### config.mk
export PLATFORM = sky130hd
export DESIGN_NAME = draw_rect_ctl_flat
export DESIGN_NICKNAME = d
export VERILOG_FILES = /design/src/rtl/draw_rect_ctl_pkg.sv /design/src/rtl/draw_rect_ctl_if.sv /design/src/rtl/draw_rect_ctl_tick_gen.sv /design/src/rtl/draw_rect_ctl.sv /design/src/flat_wrapper.sv
export SDC_FILE = /design/constraint.sdc
export NUM_CORES = 1
export LEC_CHECK = 0
export BUFFER_PORTS_ARGS = -buffer_cell sky130_fd_sc_hd__buf_4
export CORE_UTILIZATION = 40
export CTS_CLUSTER_DIAMETER = 50
export CTS_CLUSTER_SIZE = 12
export DETAILED_ROUTE_END_ITERATION = 8
export SLEW_MARGIN = 20
export SYNTH_ARGS = -nofsm -noshare
export SYNTH_HDL_FRONTEND = slang
export SYNTH_SLANG_ARGS = --single-unit
### constraint.sdc
create_clock -name pclk -period 13.3 [get_ports pclk]
set_clock_uncertainty 0.2 [all_clocks]
set_input_delay 0 -clock pclk [delete_from_list [all_inputs] [get_ports pclk]]
set_output_delay 0 -clock pclk [all_outputs]
set_load 0.05 [all_outputs]
### src/rtl/draw_rect_ctl_pkg.sv
// rtl/draw_rect_ctl_pkg.sv - shared types, widths and helpers for the rectangle motion controller
//
// Contents:
//   state_t            controller state {IDLE, FALL, BOTTOM}
//   DEF_SCREEN_WIDTH   default visible pixels per line
//   DEF_SCREEN_HEIGHT  default visible lines
//   FRAC_W             fraction bits of the 12.8 fixed-point Y accumulator
//   POS_W / ACC_W / VEL_W  coordinate, accumulator and velocity widths
//   clamp_pos()        saturate a coordinate to an upper limit
package rect_ctl_pkg;

    typedef enum logic [1:0] {
        IDLE,
        FALL,
        BOTTOM
    } state_t;

    localparam int DEF_SCREEN_WIDTH  = 800;
    localparam int DEF_SCREEN_HEIGHT = 600;

    localparam int FRAC_W = 8;
    localparam int POS_W  = 12;
    localparam int ACC_W  = POS_W + FRAC_W;
    localparam int VEL_W  = 16;

    function automatic logic [POS_W-1:0] clamp_pos(input logic [POS_W-1:0] pos,
                                                   input logic [POS_W-1:0] lim);
        return (pos > lim) ? lim : pos;
    endfunction

endpackage

### src/rtl/draw_rect_ctl_if.sv
// rtl/draw_rect_ctl_if.sv - mouse-in / rectangle-out bundle of the rectangle motion controller
//
// Signals:
//   mouse_xpos  12  mouse X, pclk domain
//   mouse_ypos  12  mouse Y, pclk domain
//   mouse_left   1  left button, asynchronous to pclk
//   xpos        12  rectangle X to draw_rect
//   ypos        12  rectangle Y to draw_rect
//   falling      1  high while the rectangle is falling
// Modports:
//   master  drives the mouse side, observes the rectangle side
//   slave   the controller: consumes the mouse side, drives the rectangle side
interface draw_rect_ctl_if;
    import rect_ctl_pkg::*;

    logic [POS_W-1:0] mouse_xpos;
    logic [POS_W-1:0] mouse_ypos;
    logic             mouse_left;
    logic [POS_W-1:0] xpos;
    logic [POS_W-1:0] ypos;
    logic             falling;

    modport master (
        output mouse_xpos,
        output mouse_ypos,
        output mouse_left,
        input  xpos,
        input  ypos,
        input  falling
    );

    modport slave (
        input  mouse_xpos,
        input  mouse_ypos,
        input  mouse_left,
        output xpos,
        output ypos,
        output falling
    );

endinterface

### src/rtl/draw_rect_ctl_tick_gen.sv
// rtl/draw_rect_ctl_tick_gen.sv - free-running divider producing a one-cycle motion tick
//
// Parameters:
//   TICK_DIV  pclk cycles per tick
// Ports:
//   pclk  in   clock
//   rst   in   synchronous active-high reset, clears the counter
//   tick  out  high for the single cycle in which the counter is TICK_DIV-1
module tick_gen #(
    parameter int TICK_DIV = 40_000
) (
    input  logic pclk,
    input  logic rst,
    output logic tick
);

    localparam int CNT_W = (TICK_DIV > 1) ? $clog2(TICK_DIV) : 1;
    localparam logic [CNT_W-1:0] CNT_LAST = CNT_W'(TICK_DIV - 1);

    logic [CNT_W-1:0] cnt;

    always_ff @(posedge pclk) begin
        if (rst) begin
            cnt <= '0;
        end else if (cnt == CNT_LAST) begin
            cnt <= '0;
        end else begin
            cnt <= cnt + 1'b1;
        end
    end

    assign tick = (cnt == CNT_LAST);

endmodule

### src/rtl/draw_rect_ctl.sv
// rtl/draw_rect_ctl.sv - rectangle motion controller: mouse tracking, gravity fall, rest at bottom
//
// Parameters:
//   SCREEN_WIDTH, SCREEN_HEIGHT  visible area
//   RECT_WIDTH, RECT_HEIGHT      rectangle size
//   TICK_DIV                     pclk cycles per motion tick
//   ACCEL                        velocity increment per tick, 1/256 px/tick
//   VMAX                         velocity ceiling, 1/256 px/tick
// Ports:
//   pclk  in   pixel clock, the only clock
//   rst   in   synchronous active-high reset
//   bus   slave modport of draw_rect_ctl_if (mouse in, rectangle position and falling out)
module draw_rect_ctl
    import rect_ctl_pkg::*;
#(
    parameter int SCREEN_WIDTH  = DEF_SCREEN_WIDTH,
    parameter int SCREEN_HEIGHT = DEF_SCREEN_HEIGHT,
    parameter int RECT_WIDTH    = 48,
    parameter int RECT_HEIGHT   = 64,
    parameter int TICK_DIV      = 40_000,
    parameter int ACCEL         = 16,
    parameter int VMAX          = 2048
) (
    input  logic            pclk,
    input  logic            rst,
    draw_rect_ctl_if.slave  bus
);

    localparam logic [POS_W-1:0] XMAX = POS_W'(SCREEN_WIDTH - RECT_WIDTH);
    localparam logic [POS_W-1:0] YMAX = POS_W'(SCREEN_HEIGHT - RECT_HEIGHT);

    // Button synchronizer and edge detector; click is one cycle per press.
    logic btn_meta;
    logic btn_sync;
    logic btn_prev;
    logic click;

    always_ff @(posedge pclk) begin
        if (rst) begin
            btn_meta <= 1'b0;
            btn_sync <= 1'b0;
            btn_prev <= 1'b0;
        end else begin
            btn_meta <= bus.mouse_left;
            btn_sync <= btn_meta;
            btn_prev <= btn_sync;
        end
    end

    assign click = btn_sync & ~btn_prev;

    logic tick;

    tick_gen #(
        .TICK_DIV (TICK_DIV)
    ) u_tick_gen (
        .pclk (pclk),
        .rst  (rst),
        .tick (tick)
    );

    logic [POS_W-1:0] mouse_x_clamped;
    logic [POS_W-1:0] mouse_y_clamped;

    assign mouse_x_clamped = clamp_pos(bus.mouse_xpos, XMAX);
    assign mouse_y_clamped = clamp_pos(bus.mouse_ypos, YMAX);

    state_t           state_q, state_d;
    logic [POS_W-1:0] xpos_q,  xpos_d;
    logic [POS_W-1:0] ypos_q,  ypos_d;
    logic [ACC_W-1:0] acc_q,   acc_d;
    logic [VEL_W-1:0] vel_q,   vel_d;

    // One gravity step: saturating velocity, then position in 12.8 fixed point.
    // The sum is one bit wider so the VMAX comparison cannot be fooled by wrap.
    logic [VEL_W:0]   vel_sum;
    logic [VEL_W-1:0] vel_step;
    logic [ACC_W-1:0] acc_step;

    assign vel_sum  = {1'b0, vel_q} + (VEL_W+1)'(ACCEL);
    assign vel_step = (vel_sum > (VEL_W+1)'(VMAX)) ? VEL_W'(VMAX) : vel_sum[VEL_W-1:0];
    assign acc_step = acc_q + {{(ACC_W-VEL_W){1'b0}}, vel_step};

    always_ff @(posedge pclk) begin
        if (rst) begin
            state_q <= IDLE;
            xpos_q  <= '0;
            ypos_q  <= '0;
            acc_q   <= '0;
            vel_q   <= '0;
        end else begin
            state_q <= state_d;
            xpos_q  <= xpos_d;
            ypos_q  <= ypos_d;
            acc_q   <= acc_d;
            vel_q   <= vel_d;
        end
    end

    always_comb begin
        state_d = state_q;
        xpos_d  = xpos_q;
        ypos_d  = ypos_q;
        acc_d   = acc_q;
        vel_d   = vel_q;

        case (state_q)
            IDLE: begin
                xpos_d = mouse_x_clamped;
                ypos_d = mouse_y_clamped;
                if (click) begin
                    acc_d   = {mouse_y_clamped, {FRAC_W{1'b0}}};
                    vel_d   = '0;
                    // Already resting on the bottom edge: nothing to fall.
                    state_d = (mouse_y_clamped == YMAX) ? BOTTOM : FALL;
                end
            end

            FALL: begin
                if (tick) begin
                    if (acc_step[ACC_W-1:FRAC_W] >= YMAX) begin
                        ypos_d  = YMAX;
                        acc_d   = {YMAX, {FRAC_W{1'b0}}};
                        vel_d   = '0;
                        state_d = BOTTOM;
                    end else begin
                        ypos_d = acc_step[ACC_W-1:FRAC_W];
                        acc_d  = acc_step;
                        vel_d  = vel_step;
                    end
                end
            end

            BOTTOM: begin
                ypos_d = YMAX;
                if (click) begin
                    state_d = IDLE;
                end
            end

            default: begin
                state_d = IDLE;
            end
        endcase
    end

    assign bus.xpos    = xpos_q;
    assign bus.ypos    = ypos_q;
    assign bus.falling = (state_q == FALL);

endmodule

### src/flat_wrapper.sv
// flat-port wrapper written by rule: the top's interface ports become plain ports
module draw_rect_ctl_flat import rect_ctl_pkg::*;
#(
    parameter int SCREEN_WIDTH  = DEF_SCREEN_WIDTH,
    parameter int SCREEN_HEIGHT = DEF_SCREEN_HEIGHT,
    parameter int RECT_WIDTH    = 48,
    parameter int RECT_HEIGHT   = 64,
    parameter int TICK_DIV      = 40_000,
    parameter int ACCEL         = 16,
    parameter int VMAX          = 2048
)
  (pclk, rst, bus_mouse_xpos, bus_mouse_ypos, bus_mouse_left, bus_xpos, bus_ypos, bus_falling);
  draw_rect_ctl_if bus_i ();
  input  logic pclk;
  input  logic rst;
  input wire logic [$bits(bus_i.mouse_xpos)-1:0] bus_mouse_xpos;
  input wire logic [$bits(bus_i.mouse_ypos)-1:0] bus_mouse_ypos;
  input wire logic [$bits(bus_i.mouse_left)-1:0] bus_mouse_left;
  output wire logic [$bits(bus_i.xpos)-1:0] bus_xpos;
  output wire logic [$bits(bus_i.ypos)-1:0] bus_ypos;
  output wire logic [$bits(bus_i.falling)-1:0] bus_falling;
  assign bus_i.mouse_xpos = bus_mouse_xpos;
  assign bus_i.mouse_ypos = bus_mouse_ypos;
  assign bus_i.mouse_left = bus_mouse_left;
  assign bus_xpos = bus_i.xpos;
  assign bus_ypos = bus_i.ypos;
  assign bus_falling = bus_i.falling;
  draw_rect_ctl #(.SCREEN_WIDTH(SCREEN_WIDTH), .SCREEN_HEIGHT(SCREEN_HEIGHT), .RECT_WIDTH(RECT_WIDTH), .RECT_HEIGHT(RECT_HEIGHT), .TICK_DIV(TICK_DIV), .ACCEL(ACCEL), .VMAX(VMAX)) u_core (.pclk(pclk), .rst(rst), .bus(bus_i));
endmodule
# Yosys cells after proc, flatten, opt, wreduce, memory -nomap -nowiden
# Cells that the tools add are included.
op_classes:
  add_sub_neg: 3
  magnitude_cmp: 4
  n_eq_ne: 8
  mux: 20
  bitwise_logic: 2
  reduce_logical: 7
op_table:
  columns: ["cell", "count"]
  rows:
  - ["$mux W16", 4]
  - ["$mux W20", 3]
  - ["$mux W12", 4]
  - ["$pmux W20 S2", 1]
  - ["$pmux W12 S3", 1]
  - ["$pmux W16 S2", 1]
  - ["$gt A12 B10 Y1 const B", 2]
  - ["$add A20 B16 Y20", 1]
  - ["$add A16 B5 Y17 const B", 1]
  - ["$gt A17 B12 Y1 const B", 1]
  - ["$add A16 B1 Y16 const B", 1]
  - ["$eq A16 B16 Y1 const B", 1]
  - ["$eq A12 B10 Y1 const B", 1]
  - ["$ge A12 B10 Y1 const B", 1]
  - ["$mux W2", 5]
  - ["$ne A2 B1 Y1 const B", 4]
  - ["$pmux W2 S3", 1]
  - ["$reduce_and A4 Y1", 1]
  - ["$reduce_and A3 Y1", 1]
  - ["$reduce_bool A3 Y1", 1]
  - ["$eq A2 B1 Y1 const B", 1]
  - ["$eq A2 B2 Y1 const B", 1]
  - ["$logic_not A2 Y1", 1]
  - ["$reduce_and A2 Y1", 1]
  - ["4 further kinds", 4]
word_totals:
  register_bits: 81
  inputBits: 27

# Longest topological paths before layout
# Gate-level depths: netlist of the first run.
depth:
  ltp_word: 8
  depth_mapped: 22
  ltp_nobuf: 19

# By module
# From an unflattened synthesis of the first run, not the netlist that was laid out.
hier_totals:
  cells_unflattened: 662
  hier_area_um2: 5278.8
by_module_without_submodules:
  columns: ["mod", "instances", "cells_per_inst", "area_each_um2", "seq_area_each_um2"]
  rows:
  - ["draw_rect_ctl", 1, 582, 4555.6, 1301.2]
  - ["tick_gen", 1, 80, 723.2, 320.3]

# Worst setup path before layout of the first run
# Ideal clock, no wire load.
synth_path:
  kind: "reg2reg"
  from: "register u_core.vel_q[7]"
  to: "register u_core.acc_q[7]"
  setup_ps: 71
  arrival_time_ps: 4811
  setup_slack_ps: 8219
  stages_incl_launch_ff: 22
  n_path_buf: 3
  period_less_slack_ps: 5081
  path_cell_list: "dfxtp_1 buf_2 nand4_1 or3_1 o21a_2 a211oi_1 buf_2 and2_1 ha_1 a21o_1 a31o_2 nor2b_1 nand2_1 o221a_2 and2_1 a311oi_2 xnor2_1 o41ai_2 nand3_1 buf_2 or4_1 a21oi_1"
synth_between:
  elab_chain_len: 8
synth_rtl:
  columns: ["item", "line_no", "source"]
  rows:
  - ["start: declaration", "draw_rect_ctl.sv:72", "logic [VEL_W-1:0] vel_q, vel_d;"]
  - ["start signal: assignment", "draw_rect_ctl.sv:96", "vel_q <= vel_d;"]
  - ["$add A16 B5 Y17 (*)", "draw_rect_ctl.sv:80", "assign vel_sum = {1'b0, vel_q} + (VEL_W+1)'(ACCEL);"]
  - ["$gt A17 B12 Y1", "draw_rect_ctl.sv:81", "assign vel_step = (vel_sum > (VEL_W+1)'(VMAX)) ? VEL_W'(VMAX) : vel_sum[VEL_W-1:0];"]
  - ["$mux W16 (*)", "draw_rect_ctl.sv:81", null]
  - ["$add A20 B16 Y20 (*)", "draw_rect_ctl.sv:82", "assign acc_step = acc_q + {{(ACC_W-VEL_W){1'b0}}, vel_step};"]
  - ["$ge A12 B10 Y1", "draw_rect_ctl.sv:121", "if (acc_step[ACC_W-1:FRAC_W] >= YMAX) begin"]
  - ["$mux W20 (*)", "draw_rect_ctl.sv:121", null]
  - ["$mux W20 (*)", "draw_rect_ctl.sv:120", "if (tick) begin"]
  - ["$pmux W20 S2 (*)", "draw_rect_ctl.sv:107", "case (state_q)"]
  - ["end signal: assignment", "draw_rect_ctl.sv:89", "acc_q <= '0;"]
  - ["end signal: assignment", "draw_rect_ctl.sv:95", "acc_q <= acc_d;"]
  - ["end: declaration", "draw_rect_ctl.sv:71", "logic [ACC_W-1:0] acc_q, acc_d;"]
# Mark *: on every way between the ends. The rest lies on a longest branch, timed or not. The select of a mux whose other input is x is not followed.
# A chain may end at the register's enable or synchronous reset.

# Final worst setup path of the first run
layout_path:
  from: "register u_core.vel_q[4]"
  to: "register u_core.ypos_q[0] (netlist: u_core.bus.ypos[0])"
layout_between:
  elab_chain_len: 8
layout_rtl:
  columns: ["item", "line_no", "source"]
  rows:
  - ["$add A16 B5 Y17 (*)", "draw_rect_ctl.sv:80", null]
  - ["$gt A17 B12 Y1", "draw_rect_ctl.sv:81", null]
  - ["$mux W16 (*)", "draw_rect_ctl.sv:81", null]
  - ["$add A20 B16 Y20 (*)", "draw_rect_ctl.sv:82", null]
  - ["$ge A12 B10 Y1", "draw_rect_ctl.sv:121", null]
  - ["$mux W12 (*)", "draw_rect_ctl.sv:121", null]
  - ["$mux W12 (*)", "draw_rect_ctl.sv:120", null]
  - ["$pmux W12 S3 (*)", "draw_rect_ctl.sv:107", null]
  - ["end signal: assignment", "draw_rect_ctl.sv:94", "ypos_q <= ypos_d;"]
  - ["end: declaration", "draw_rect_ctl.sv:70", "logic [POS_W-1:0] ypos_q, ypos_d;"]
# Marked as above.

==> results of run 1 <==
power by group:
part | internal, mW | total, mW | switching (mW)
sequential | 0.272 | 0.296 | 0.0242
clock | 0.131 | 0.233 | 0.102
combinational | 0.122 | 0.361 | 0.239
sequential cells by signal (all words and copies together) (netlist names):
| signal | count |
|---|---|
| u_core.bus.ypos | 12 |
| u_core.state_q | 2 |
| u_core.acc_q | 20 |
| u_core.btn_prev | 1 |
| u_core.btn_meta | 1 |
| u_core.vel_q | 16 |
| u_core.bus.xpos | 12 |
| u_core.btn_sync | 1 |
| u_core.u_tick_gen.cnt | 16 |
placed cells by master (no fill, tap or decap), drive strengths merged, types with 12 or more instances in the layout:
cell type     n
o21ai        22
nor2         71
xnor2        17
ha           16
xor2         15
dfxtp        81
nand2        57
a211oi       20
dlygate4sd3  30
buf          54
a21oi        52
and2         21
nand3        22
nand4        12
or3          14
nor2b        15
inv          22
cells by family after synthesis:
| family | Yosys count | share of synthesized area |
|---|---|---|
| XOR/XNOR | 32 | 0.05599 |
| other | 1 | 0.0007491 |
| adder cells (fa/ha/maj) | 23 | 0.05599 |
| AO/OA/AOI/OAI | 169 | 0.2329 |
| multiplexers | 6 | 0.01225 |
| AND/OR/NAND/NOR | 269 | 0.2739 |
| flip-flops | 81 | 0.3239 |
| buffers and inverters | 57 | 0.04424 |
timing repair:
item                                   4_1_cts  5_1_grt
endpoints found under the hold margin       36        0
hold buffers                                30        0
buffers inserted                             0        0
area by class of cell:
class / count / area, µm²
Multi-Input combinational cell: 503 / 3174
Clock buffer: 10 / 239.0
Inverter: 21 / 78.83
Fill cell: 1205 / 6042
Clock inverter: 5 / 40.04
Timing Repair Buffer: 84 / 705.7
Sequential cell: 81 / 1622
Tap cell: 168 / 210.2
per-stage QoR:
| step | std cells | instance area [µm²] |
|---|---|---|
| finish | 872 | 6070 |
| global route | 872 | 6070 |
| CTS | 872 | 6070 |
| detailed placement | 827 | 5490 |
| global placement | 827 | 5490 |
| floorplan | 641 | 5017 |
critical path, cell delays in order (launching register included):
cell and delay [ns]:
dfxtp_1 0.57, ha_1 0.34, and3_1 0.26, a311oi_1 0.14
a41oi_1 0.41, a211oi_1 0.11, buf_4 0.20, and2_1 0.18
ha_1 0.21, fa_1 0.44, and3_1 0.21, mux2i_1 0.53
a2111oi_2 0.21, o211a_1 0.29, or3_1 0.30, nand3_1 0.37
nand3_1 0.76, or2_2 0.59, a2111oi_0 0.35
worst max-delay path by stage:
stage                               start                  to  slack (ns)
after global routing      u_core.vel_q[4]  u_core.bus.ypos[0]        5.71
after floorplan           u_core.vel_q[7]     u_core.acc_q[7]        8.22
after detailed placement  u_core.vel_q[4]  u_core.bus.ypos[0]        6.65
after global placement    u_core.vel_q[4]  u_core.bus.ypos[0]        6.79
after CTS                 u_core.vel_q[4]  u_core.bus.ypos[0]        6.56
final                     u_core.vel_q[4]  u_core.bus.ypos[0]        6.49
routing by layer:
metal	up-vias	routed length, µm
li1	2417	-
met4	0	361
met1	2318	6364
met2	134	6460
met3	34	729
met5	-	0
==> run_results.csv, run 1 <==
group,metric,value,unit
status,status,"finished, final reports clean",
die,io_pins,52,
synthesis,netlist_instances,638,
synthesis,synthDominantCellAreaShare,0.3239,
placed_design,port_buffers,51,
sta,final_hold_viol_count,0,
drt,viasPerCell,5.623,
power_and_ir_drop,power.total,0.8903,mW
sta,slew_headroom,0.3167,
clock_tree,cts_buffers,9,
die,die_height,113.9,µm
global_routing,grt_pass1_wl,23200,µm
sta,hold_ws,0.03775,ns
synthesis,yosysSeqAreaShare,0.3239,
min_path,whs_endpoint,"u_core.state_q[0]",
critical_path,ff2ff_setup_slack,6.49,ns
critical_path,crit_required,13.32,ns
power_and_ir_drop,leakagePower,2.393,nW
drt,vias,4903,
min_path,hold_class,"in -> reg",
sta,fin_crit,6.813,ns
synthesis,synthTopCellsByCount,"dfxtp_1 (81), nor2_1 (71), nand2_1 (57)",
drt,ant_nets,0,
sta,tns,0,ns
critical_path,end_kind,"register",
clock_tree,clock-sinks,81,
die,dieArea,0.01297,mm²
clock_tree,cts_tree,"built",
placed_design,pre_cts_slack,6.649,ns
global_routing,use_met2,0.3699,
layout,area_delta_synth_final,21.24,%
layout,n_antenna_cell,0,
global_routing,grt.busiest_layer,"met2",
global_routing,use_met3,0.05101,
clock_tree,cts_resized,0,
sta,drv_slew,0,
drt,drt-pass1-iter-count,7,
sta,layout_setup_ws,6.487,ns
global_routing,grt_pass1_vias,4829,
synthesis,post-synth-top-count-cell,"dfxtp_1",
synthesis,syn_area,0.005006,mm²
global_routing,grt_use_met1,0.2824,
global_routing,gr-total-overflow,0,
synthesis,synth_ff_type,"dfxtp_1",
global_routing,track_usage,0.2242,
flow_run,maxCapViolCount,0,
critical_path,crit_fanout,21,
sta,setup_violations,0,
sta,fmax,146.8,MHz
sta,finalCritPeriodShare,0.5123,
drt,routed_wl,13910,µm
die,dieWidth,113.9,µm
synthesis,synth.distinct_cells,66,
clock_tree,htreeDepth,3,
drt,dr.first_iter.drc_count,471,
sta,rsz0062_at_grt,"false",
sta,tightestPinTransition,1.023,ns
min_path,hp-start,"bus_mouse_ypos[11]",
synthesis,synth_edf_count,0,
synthesis,yosys-top-cells-area,"dfxtp_1 (32%), nor2_1 (5.3%), a21oi_1 (5.2%)",
power_and_ir_drop,ir_drop,0.1038,mV
synthesis,synth_top_cell_by_area,"dfxtp_1",
global_routing,antenna_found_initial,0,
critical_path,start_kind,"register",
synthesis,ys.warnings.count,0,
critical_path,reg2reg_to,"u_core.bus.ypos[0]",
clock_tree,clk_pin_slew,0.06,ns
synthesis,syn_area_per_cell,7.846,µm²
clock_tree,clk-insertion-delay-late,0.34,ns
die,initial_core_util,0.4133,
critical_path,reg2reg_depth,18,
clock_tree,cts_root_buffer,"clkbuf_16",
layout,fin_nets,744,
critical_path,arrival,6.83,ns
drt,drc,0,
die,core-area,0.01211,mm²
critical_path,path_class,"reg -> reg",
global_routing,grt_start_max_net_pins,63,
clock_tree,cts_max_path_buffers,2,
power_and_ir_drop,powerDensity,146.7,mW/mm²
placed_design,gp_congestion,0.9173,
synthesis,async_flop_share,0,
min_path,hold_depth,6,
critical_path,r2r_start,"u_core.vel_q[4]",
layout,drive_above_1_share,0.1179,
layout,final_util,0.5011,
synthesis,ys_seq_elements,81,
drt,wl_per_cell,15.96,µm
placed_design,hpwl,9714,µm
die,std_cell_rows,40,
Note: power is estimated with default switching activity, not from simulation.
==> inputs of run 2 (changes only) <==
- ABC_AREA: unset -> 1
- clock period: 13.3 -> 7 ns (I/O delays scaled with it)
==> run_results.csv, run 2 <==
group,metric,value,unit
global_routing,track_usage,0.2289,
sta,finalCritPeriodShare,0.6534,
layout,final_common_cell,"nand2_1",
layout,n_antenna_cell,0,
critical_path,cp_common_cell,"nand2_1",
layout,area_delta_synth_final,22.47,%
layout,largest_reg_flops,20,
die,std_cell_rows,41,
critical_path,reg2reg_depth,27,
critical_path,end_kind,"register",
layout,reg.largest.list,"u_core.acc_q (20), u_core.u_tick_gen.cnt (16), u_core.vel_q (16)",
min_path,hold_class,"in -> reg",
layout,layout_common_cells,"nand2_1 (217), inv_1 (106), nor2_1 (82)",
critical_path,cp_num_cells,27,
critical_path,critPathCapture,"u_core.vel_q[9]",
sta,tightestPinTransition,0.7977,ns
synthesis,post-synth-top-count-cell,"nand2_1",
synthesis,netlist_instances,810,
layout,n_fill_cell,1280,
layout,multi_input_area,0.003109,mm²
flow_run,maxCapViolCount,0,
layout,drive_above_1_share,0.1497,
synthesis,yosysSeqAreaShare,0.3098,
clock_tree,clock-sinks,81,
sta,setup_violations,0,
sta,layout_setup_ws,2.426,ns
placed_design,placed_cells,1017,
sta,hold_ws,0.05363,ns
critical_path,cp_slowest_cell,"dfxtp_1",
synthesis,ys.warnings.count,0,
synthesis,synthDominantCellAreaShare,0.3098,
placed_design,hpwl,10200,µm
power_and_ir_drop,leakagePower,2.896,nW
global_routing,antenna_found_initial,0,
sta,tns,0,ns
sta,drv_slew,0,
drt,drc,0,
critical_path,critPathBufInv,3,
critical_path,ff2ff_setup_slack,2.43,ns
synthesis,synth_ff_type,"dfxtp_1",
die,io_pins,52,
clock_tree,cts_buffers,9,
synthesis,synthTopCellsByCount,"nand2_1 (217), inv_1 (106), nor2_1 (82)",
global_routing,gr-total-overflow,0,
power_and_ir_drop,power.total,1.870,mW
synthesis,yosys-top-cells-area,"dfxtp_1 (31%), nand2_1 (16%), inv_1 (7.6%)",
die,dieArea,0.01355,mm²
drt,viasPerCell,4.864,
clock_tree,cts_max_path_buffers,2,
clock_tree,cts_tree,"built",
synthesis,async_flop_share,0,
synthesis,syn_area_per_cell,6.461,µm²
layout,finalNonFillerCells,1067,
drt,vias,5190,
critical_path,r2r_start,"u_core.vel_q[5]",
layout,regArea,0.001622,mm²
min_path,hold_depth,6,
drt,dr.first_iter.drc_count,341,
sta,slew_headroom,0.4649,
critical_path,arrival,4.65,ns
placed_design,gp_congestion,0.9007,
critical_path,crit_required,7.08,ns
drt,wl_per_cell,13.17,µm
global_routing,grt_pass1_wl,23930,µm
sta,rsz0062_at_grt,"false",
sta,fmax,218.6,MHz
placed_design,port_buffers,51,
synthesis,syn_area,0.005234,mm²
drt,routed_wl,14060,µm
clock_tree,clk-insertion-delay-late,0.35,ns
drt,ant_nets,0,
die,core-area,0.01267,mm²
power_and_ir_drop,ir_drop,0.2441,mV
global_routing,grt_pass1_vias,4899,
sta,final_hold_viol_count,0,
synthesis,synth_top_cell_by_area,"dfxtp_1",
synthesis,synth_edf_count,0,
clock_tree,clk_pin_slew,0.06,ns
clock_tree,postCtsSetupRepairBufs,0,
status,status,"finished, final reports clean",
critical_path,crit_fanout,16,
synthesis,synth.distinct_cells,46,
power_and_ir_drop,powerDensity,291.8,mW/mm²
clock_tree,cts_root_buffer,"clkbuf_16",
critical_path,path_class,"reg -> reg",
min_path,hp-start,"bus_mouse_ypos[11]",
die,initial_core_util,0.4131,
sta,fin_crit,4.574,ns
critical_path,crit_path_max_incr_delay,0.41,ns
critical_path,crit_path_start,"u_core.vel_q[5]",
drt,drt-pass1-iter-count,5,
die,dieWidth,116.4,µm
critical_path,reg2reg_to,"u_core.vel_q[9]",
critical_path,start_kind,"register",
die,die_height,116.4,µm
layout,fin_nets,934,
clock_tree,htreeDepth,3,
layout,top_register,"u_core.acc_q",
synthesis,ys_seq_elements,81,
placed_design,pre_cts_slack,2.481,ns
global_routing,grt_start_max_net_pins,41,
critical_path,cpLargestDelayFamily,"simple AND/OR/NAND/NOR gates",
run 2: layout make-up:
cell class | count | area share
clock buffers | 11 | 0.03787
clock inverters | 5 | 0.009565
inverters | 112 | 0.06578
multi-input cells | 599 | 0.4851
flip-flops and latches | 81 | 0.2530
well taps | 172 | 0.03357
repair buffers | 87 | 0.1152
run 2: kinds of logic after synthesis:
logic type,count (synthesis),synth area share
AOI/OAI and AO/OA,132,0.1470
xor gates and xnor gates,15,0.02510
adders and majority gates,17,0.04207
buffers and inverters,133,0.1002
DFF,81,0.3098
other,1,0.0007165
and+or+nand+nor,431,0.3751
run 2: worst min path at each step:
stage / end
after floorplan: u_core.btn_meta
after global placement: u_core.btn_meta
after detailed placement: u_core.btn_meta
after CTS: u_core.state_q[0]
after global routing: u_core.state_q[0]
final: u_core.state_q[0]
run 2: metal layers:
layer | up-vias | global-route usage | part of all wire
met5 | - | 0 | 0
met3 | 23 | 0.05397 | 0.038
met1 | 2291 | 0.2956 | 0.47
li1 | 2768 | - | -
met2 | 108 | 0.3700 | 0.47
met4 | 0 | 0.08547 | 0.022
run 2: where the power goes:
| part | internal (mW) | switching [mW] | leakage [nW] |
|---|---|---|---|
| Clock | 0.289 | 0.200 | 0.151 |
| Combinational | 0.254 | 0.551 | 2.09 |
| Sequential | 0.527 | 0.0489 | 0.660 |
| Total | 1.07 | 0.800 | 2.90 |
run 2: worst register-to-register path, delay by kind of cell, from the launching register on:
family                     cells  cell delay [ns]
buffers and inverters          3             0.62
DFF                            1             0.41
xor gates and xnor gates       1             0.16
AOI/OAI and AO/OA              1             0.13
adders and majority gates      3             0.68
and+or+nand+nor               19             2.29
run 2: timing repair:
action	in CTS	in global routing
gates resized for setup	0	0
hold buffers	34	0
endpoints found under the hold margin	50	0
run 2: metrics by stage:
step,util,instance area [µm²]
after global routing,0.5059,6410
after global placement,0.4545,5759
final,0.5059,6410
after detailed placement,0.4545,5759
after floorplan,-,5245
after CTS,0.5054,6404
